[src/rtl/sd_read_arbiter.sv]
// sd_read_arbiter: round-robin sharing of one SD block-read controller among NUM_CH fetch drivers
// Optional statistics counters (xfer_cnt, drop_cnt) are built when SD_ARB_STATS_EN is defined.
module sd_read_arbiter #(
   parameter int NUM_CH      = 4,
   parameter int ACK_TIMEOUT = 16
) (
   input  logic                 clk,
   input  logic                 rst,
   input  logic [NUM_CH-1:0]    req_start,
   input  logic [NUM_CH*32-1:0] req_address,
   output logic [NUM_CH-1:0]    req_available,
   output logic [NUM_CH-1:0]    req_valid,
   output logic [7:0]           req_data,
   output logic                 sd_start,
   output logic [31:0]          sd_address,
   input  logic                 sd_available,
   input  logic                 sd_valid,
   input  logic [7:0]           sd_data,
   output logic [2:0]           grant_id,
   output logic                 busy
`ifdef SD_ARB_STATS_EN
   ,
   output logic [31:0]          xfer_cnt,
   output logic [15:0]          drop_cnt
`endif
);
   localparam int CW = $clog2(ACK_TIMEOUT + 1);

   typedef enum logic [2:0] {IDLE, ISSUE, ACK, XFER, RELEASE} state_t;

   state_t            state, state_nxt;
   logic [NUM_CH-1:0] pending, cap, clr, gnt_oh;
   logic [31:0]       addr_q [NUM_CH];
   logic [31:0]       addr_nxt;
   logic [2:0]        rr_ptr, gnt_nxt;
   logic              gnt_ok;
   logic [CW-1:0]     cnt;
   int                j;

   assign cap           = req_start & ~pending;
   assign gnt_oh        = NUM_CH'(1) << grant_id;
   assign clr           = (state == RELEASE) ? gnt_oh : '0;
   assign req_available = ~pending;
   assign sd_start      = state == ISSUE;
   assign busy          = state != IDLE;

   // first pending channel at or after rr_ptr, wrapping modulo NUM_CH
   always_comb begin
      gnt_ok  = 1'b0;
      gnt_nxt = '0;
      j       = 0;
      for (int k = 0; k < NUM_CH; k++) begin
         j = int'(rr_ptr) + k;
         if (j >= NUM_CH) j = j - NUM_CH;
         if (!gnt_ok && |(pending & (NUM_CH'(1) << j))) begin
            gnt_ok  = 1'b1;
            gnt_nxt = 3'(j);
         end
      end
   end

   // address of the channel about to be granted
   always_comb begin
      addr_nxt = '0;
      for (int i = 0; i < NUM_CH; i++)
         if (gnt_nxt == 3'(i)) addr_nxt = addr_q[i];
   end

   // latch a request; a channel can only re-request after its read is released
   always_ff @(posedge clk) begin
      if (rst) pending <= '0;
      else     pending <= (pending | cap) & ~clr;
   end

   // per-channel address captured together with an accepted req_start
   always_ff @(posedge clk) begin
      for (int i = 0; i < NUM_CH; i++)
         if (rst)         addr_q[i] <= '0;
         else if (cap[i]) addr_q[i] <= req_address[32*i +: 32];
   end

   // state register
   always_ff @(posedge clk) begin
      if (rst) state <= IDLE;
      else     state <= state_nxt;
   end

   // next state: grant, pulse start, wait for acceptance (with re-issue), stream, release
   always_comb begin
      state_nxt = state;
      case (state)
         IDLE:    state_nxt = (gnt_ok && sd_available) ? ISSUE : IDLE;
         ISSUE:   state_nxt = ACK;
         ACK:     state_nxt = !sd_available ? XFER : (cnt == CW'(ACK_TIMEOUT - 1)) ? ISSUE : ACK;
         XFER:    state_nxt = sd_available ? RELEASE : XFER;
         RELEASE: state_nxt = IDLE;
         default: state_nxt = IDLE;
      endcase
   end

   // grant bookkeeping, acknowledge timeout and byte routing to the granted channel
   always_ff @(posedge clk) begin
      if (rst) begin
         grant_id   <= '0;
         sd_address <= '0;
         rr_ptr     <= '0;
         cnt        <= '0;
         req_valid  <= '0;
         req_data   <= '0;
      end else begin
         if (state == IDLE && state_nxt == ISSUE) begin
            grant_id   <= gnt_nxt;
            sd_address <= addr_nxt;
         end
         cnt       <= (state == ISSUE) ? '0 : (state == ACK) ? cnt + CW'(1) : cnt;
         req_valid <= (state == XFER && sd_valid) ? gnt_oh : '0;
         if (state == XFER && sd_valid) req_data <= sd_data;
         if (state == RELEASE) rr_ptr <= (grant_id == 3'(NUM_CH - 1)) ? 3'd0 : grant_id + 3'd1;
      end
   end

`ifdef SD_ARB_STATS_EN
   logic [NUM_CH-1:0] ign;

   assign ign = req_start & pending;

   // completed-read counter (wrapping) and ignored-request cycle counter (saturating)
   always_ff @(posedge clk) begin
      if (rst) begin
         xfer_cnt <= '0;
         drop_cnt <= '0;
      end else begin
         if (state == RELEASE) xfer_cnt <= xfer_cnt + 32'd1;
         if (|ign && drop_cnt != 16'hFFFF) drop_cnt <= drop_cnt + 16'd1;
      end
   end
`endif
endmodule

[config.mk]
export PLATFORM = sky130hd
export DESIGN_NAME = sd_read_arbiter
export DESIGN_NICKNAME = d
export VERILOG_FILES = /design/src/rtl/sd_read_arbiter.sv
export SDC_FILE = /design/constraint.sdc
export NUM_CORES = 1
export LEC_CHECK = 0
export CAP_MARGIN = 20
export CORE_MARGIN = 2
export CORE_UTILIZATION = 40
export DETAILED_ROUTE_END_ITERATION = 6
export GPL_TIMING_DRIVEN = 0
export PLACE_DENSITY = 0.72
export SKIP_LAST_GASP = 1
export SYNTH_ARGS = -nofsm -noshare
export SYNTH_HDL_FRONTEND = slang
export SYNTH_SLANG_ARGS = --single-unit
export TNS_END_PERCENT = 10
[constraint.sdc]
create_clock -name clk -period 3.4 [get_ports clk]
set_input_delay 0.68 -clock clk [delete_from_list [all_inputs] [get_ports clk]]
set_output_delay 0.68 -clock clk [all_outputs]
set_load 0.02 [all_outputs]
==> impl_metrics.toml <==
[synthesis]
synth_area_leaders = "edfxtp_1 46%, dfxtp_1 15%, and2_1 9.7%, mux2i_1 4.4%, o21ai_0 3.0%"
synth.top_cell.area_share = 0.4588
syn-num-nets = 886
synth_top_area_cell = "edfxtp_1"
synth-seq-cells = 190
ys_warn_count = 0
synth-async-reset-ratio = 0
synthDistinctLibCells = 43
yosysSeqAreaShare = 0.6070
synth_common_cells = "130 x and2_1, 128 x edfxtp_1, 65 x nand2_1, 62 x dfxtp_1, 50 x o21ai_0"
synth_most_common_cell = "and2_1"
synth_edf_count = 128
syn-cell-area_sq_um = 8377
synth_area_per_cell_sq_um = 11.43
synth_cells = 733
synth_flop_cell = "edfxtp_1"

[critical_path]
cp.arrival_ns = 3.63
worst-r2r-cell-count = 12
crit_family = "simple AND/OR/NAND/NOR gates"
cp_common_cell = "buf_2"
cp_data_required_time_ns = 3.76
rr_startpoint = "rr_ptr[1]"
cp-end-kind = "flop"
r2r-end = "sd_address[11]"
r2r_slack_ns = 0.13
crit_slowest_cell = "dfxtp_1"
critPathMaxFanout = 10
critPathKind = "flop to flop"
critical_path_buf_inv_count = 4
path_cells = "buf_2 -> inv_1 -> ha_1 -> buf_2 -> mux2_2 -> a211o_1 -> nor3b_1 -> nor3b_2 -> nor2_1 -> clkbuf_2 -> nand2_1 -> o21ai_1"
max_stage_delay_ns = 0.41
cp-start-kind = "flop"

[die]
initial_core_util = 0.4113
die_h_microns = 148.7
io_pins = 197
die-area_sq_um = 22120
fp-row-count = 52
coreArea_sq_um = 20360
die_x_microns = 148.7

[placement]
gp_congestion = 0.8239
portBuffers = 195
hpwl_microns = 15550

[timing]
tightest_slew_ns = 0.9694
fin_crit_ns = 3.268
grt_setup_unrepaired = "yes"
setup_tns_ns = 0
finClkSkew_ns = 0.007629
fmax_mhz = 306.0
final-hold-violation-count = 0
max_slew_margin = 0.3538
hold_ws_ns = 0.4451
setup_viol = 0
period_share = 0.9611
slew_violations = 0

[power_and_ir_drop]
power.total_mw = 5.830
power_switching_mw = 1.428
intPower_mw = 4.402
p_per_area_nw_per_um2 = 513.1
p_clk_frac = 0.377
power_frac_seq = 0.465
power.leakage_nw = 4.277
p_comb_frac = 0.158
swShare = 0.2450
ir_drop_mv = 0.3440

[grt]
grt_pass1_vias = 6195
antenna_found_initial = 4
grt_max_degree = 33
overflow = 0
grt_pass1_wl_microns = 33480
grt_usage = 0.2014

[cts]
htree_levels = 4
clk_latency_ns = 0.43
ctsHoldBuffers = 0
clkTransAtPathRegs_ns = 0.07
cts_max_path_buffers = 2
root_buffer = "clkbuf_16"
clock-sinks = 190
cts_tree = "built"
cts_made_buffers = 17

[detailed_routing]
first_iter_violations = 372
finalWirelength_microns = 21960
drc = 0
vias = 6180
ant_nets = 0
avgRoutedWirePerCell_microns = 17.80
drt_pass1_iterations = 5
via_per_inst = 5.008

[final_layout]
seqCellArea_sq_um = 5085
drive_above_1_share = 0.07277
fillerInstances = 1752
nNetsFinal = 1102
multiInputGateArea_sq_um = 3039
areaGrowthSynthToFinish_pct = 35.64

[flow_run]
cap_violations = 0

[min_path]
min_path_cells = 2
min_to = "sd_address[19]"
holdCritStartpoint = "sd_address[19]"
hold_path.class = "flop to flop"

[outcome]
status = "completed"
-- power by group through the flow --
| stage | combinational, mW | sequential, mW | clock (mW) |
|---|---|---|---|
| 2_1_floorplan | 0.428 | 2.80 | 0 |
| 5_1_grt | 1.00 | 2.73 | 2.31 |
| 3_5_place_dp | 0.916 | 2.76 | 0 |
| 4_1_cts | 0.926 | 2.71 | 2.21 |
| 3_3_place_gp | 0.901 | 2.76 | 0 |
| 6_report | 0.922 | 2.71 | 2.20 |
-- metrics by stage --
| step | cells | setup slack, ns | utilization | instance area, sq um |
|---|---|---|---|---|
| 2_1_floorplan | 733 | 0.6336 | - | 8377 |
| 5_1_grt | 1232 | -0.02179 | 0.5577 | 11360 |
| 6_report | 1234 | 0.1322 | 0.5579 | 11360 |
| 3_5_place_dp | 1198 | -0.1448 | 0.5243 | 10680 |
| 3_3_place_gp | 1198 | -0.06016 | 0.5238 | 10670 |
| 4_1_cts | 1231 | -0.1534 | 0.5563 | 11330 |
-- cells by family after synthesis --
| family | after synthesis | share of synthesized area |
|---|---|---|
| simple gates | 256 | 0.1656 |
| flops | 190 | 0.6070 |
| compound gates | 174 | 0.1308 |
| buf+inv | 63 | 0.03211 |
| mux | 41 | 0.05093 |
| fa+ha+maj | 9 | 0.01344 |
-- worst max path at each step --
stage	startpoint	slack, ns	to	depth (start not counted)
2_1_floorplan	rr_ptr[1]	0.63	sd_address[31]	11
3_3_place_gp	rr_ptr[1]	-0.06	sd_address[11]	12
3_5_place_dp	rr_ptr[1]	-0.14	sd_address[24]	12
4_1_cts	rr_ptr[1]	-0.15	sd_address[6]	12
5_1_grt	rr_ptr[1]	-0.02	sd_address[23]	13
6_report	rr_ptr[1]	0.13	sd_address[11]	12
-- timing repair --
action | 4_1_cts | 5_1_grt
endpoints found under the setup margin | 31 | 33
pin swaps | 1 | 1
gates resized for setup | 1 | 23
buffers inserted | 1 | 1
-- per-layer routing --
layer | wire length [microns] | vias up | global-route usage
li1 | - | 3033 | -
met2 | 10840 | 180 | 0.3419
met3 | 1364 | 23 | 0.05583
met4 | 324 | 0 | 0.05524
met1 | 9438 | 2944 | 0.2540
met5 | 0 | - | 0
-- flip-flops by register name (all words and copies together), names as in the netlist --
| register | count |
|---|---|
| addr_q | 128 |
| sd_address | 32 |
| req_data | 8 |
| cnt | 5 |
| pending | 4 |
| req_valid | 4 |
| grant_id | 3 |
| rr_ptr | 3 |
| state | 3 |
-- worst min-delay path, cell delays in order, from the launching register on --
cell and delay (ns):
dfxtp_1 0.31, nand2_1 0.05, o21ai_1 0.05
-- cells in the final DEF (no fill, tap or decap), types with 3 or more instances in the layout --
cell and n:
o21a_1 32, o21ai_1 20, o211ai_1 31, a211oi_1 4
nand2_1 65, ha_1 9, nor2_1 20, clkbuf_2 11
nand2b_1 3, clkdlybuf4s50_1 195, buf_4 4, inv_1 12
bufinv_16 5, clkbuf_16 17, nand4_1 3, dfxtp_1 62
buf_2 15, edfxtp_1 128, o21ai_0 50, a21oi_1 21
mux2i_1 37, nor3b_1 7, nor2b_1 3, nand3_1 5
mux2_2 3, nor3_1 9, clkbuf_1 24, nand2b_2 4
and2_1 130
-- final cells by class --
class | instances | share of cell area
buffer | 51 | 0.02103
multi-input combinational | 480 | 0.2675
tap | 270 | 0.02973
sequential | 190 | 0.4475
clock buffer | 19 | 0.03810
inverter | 12 | 0.003964
clock inverter | 13 | 0.01861
antenna | 2 | 0.0004405
timing repair buffer | 197 | 0.1731
No activity file was read; power rests on OpenSTA's default activity.
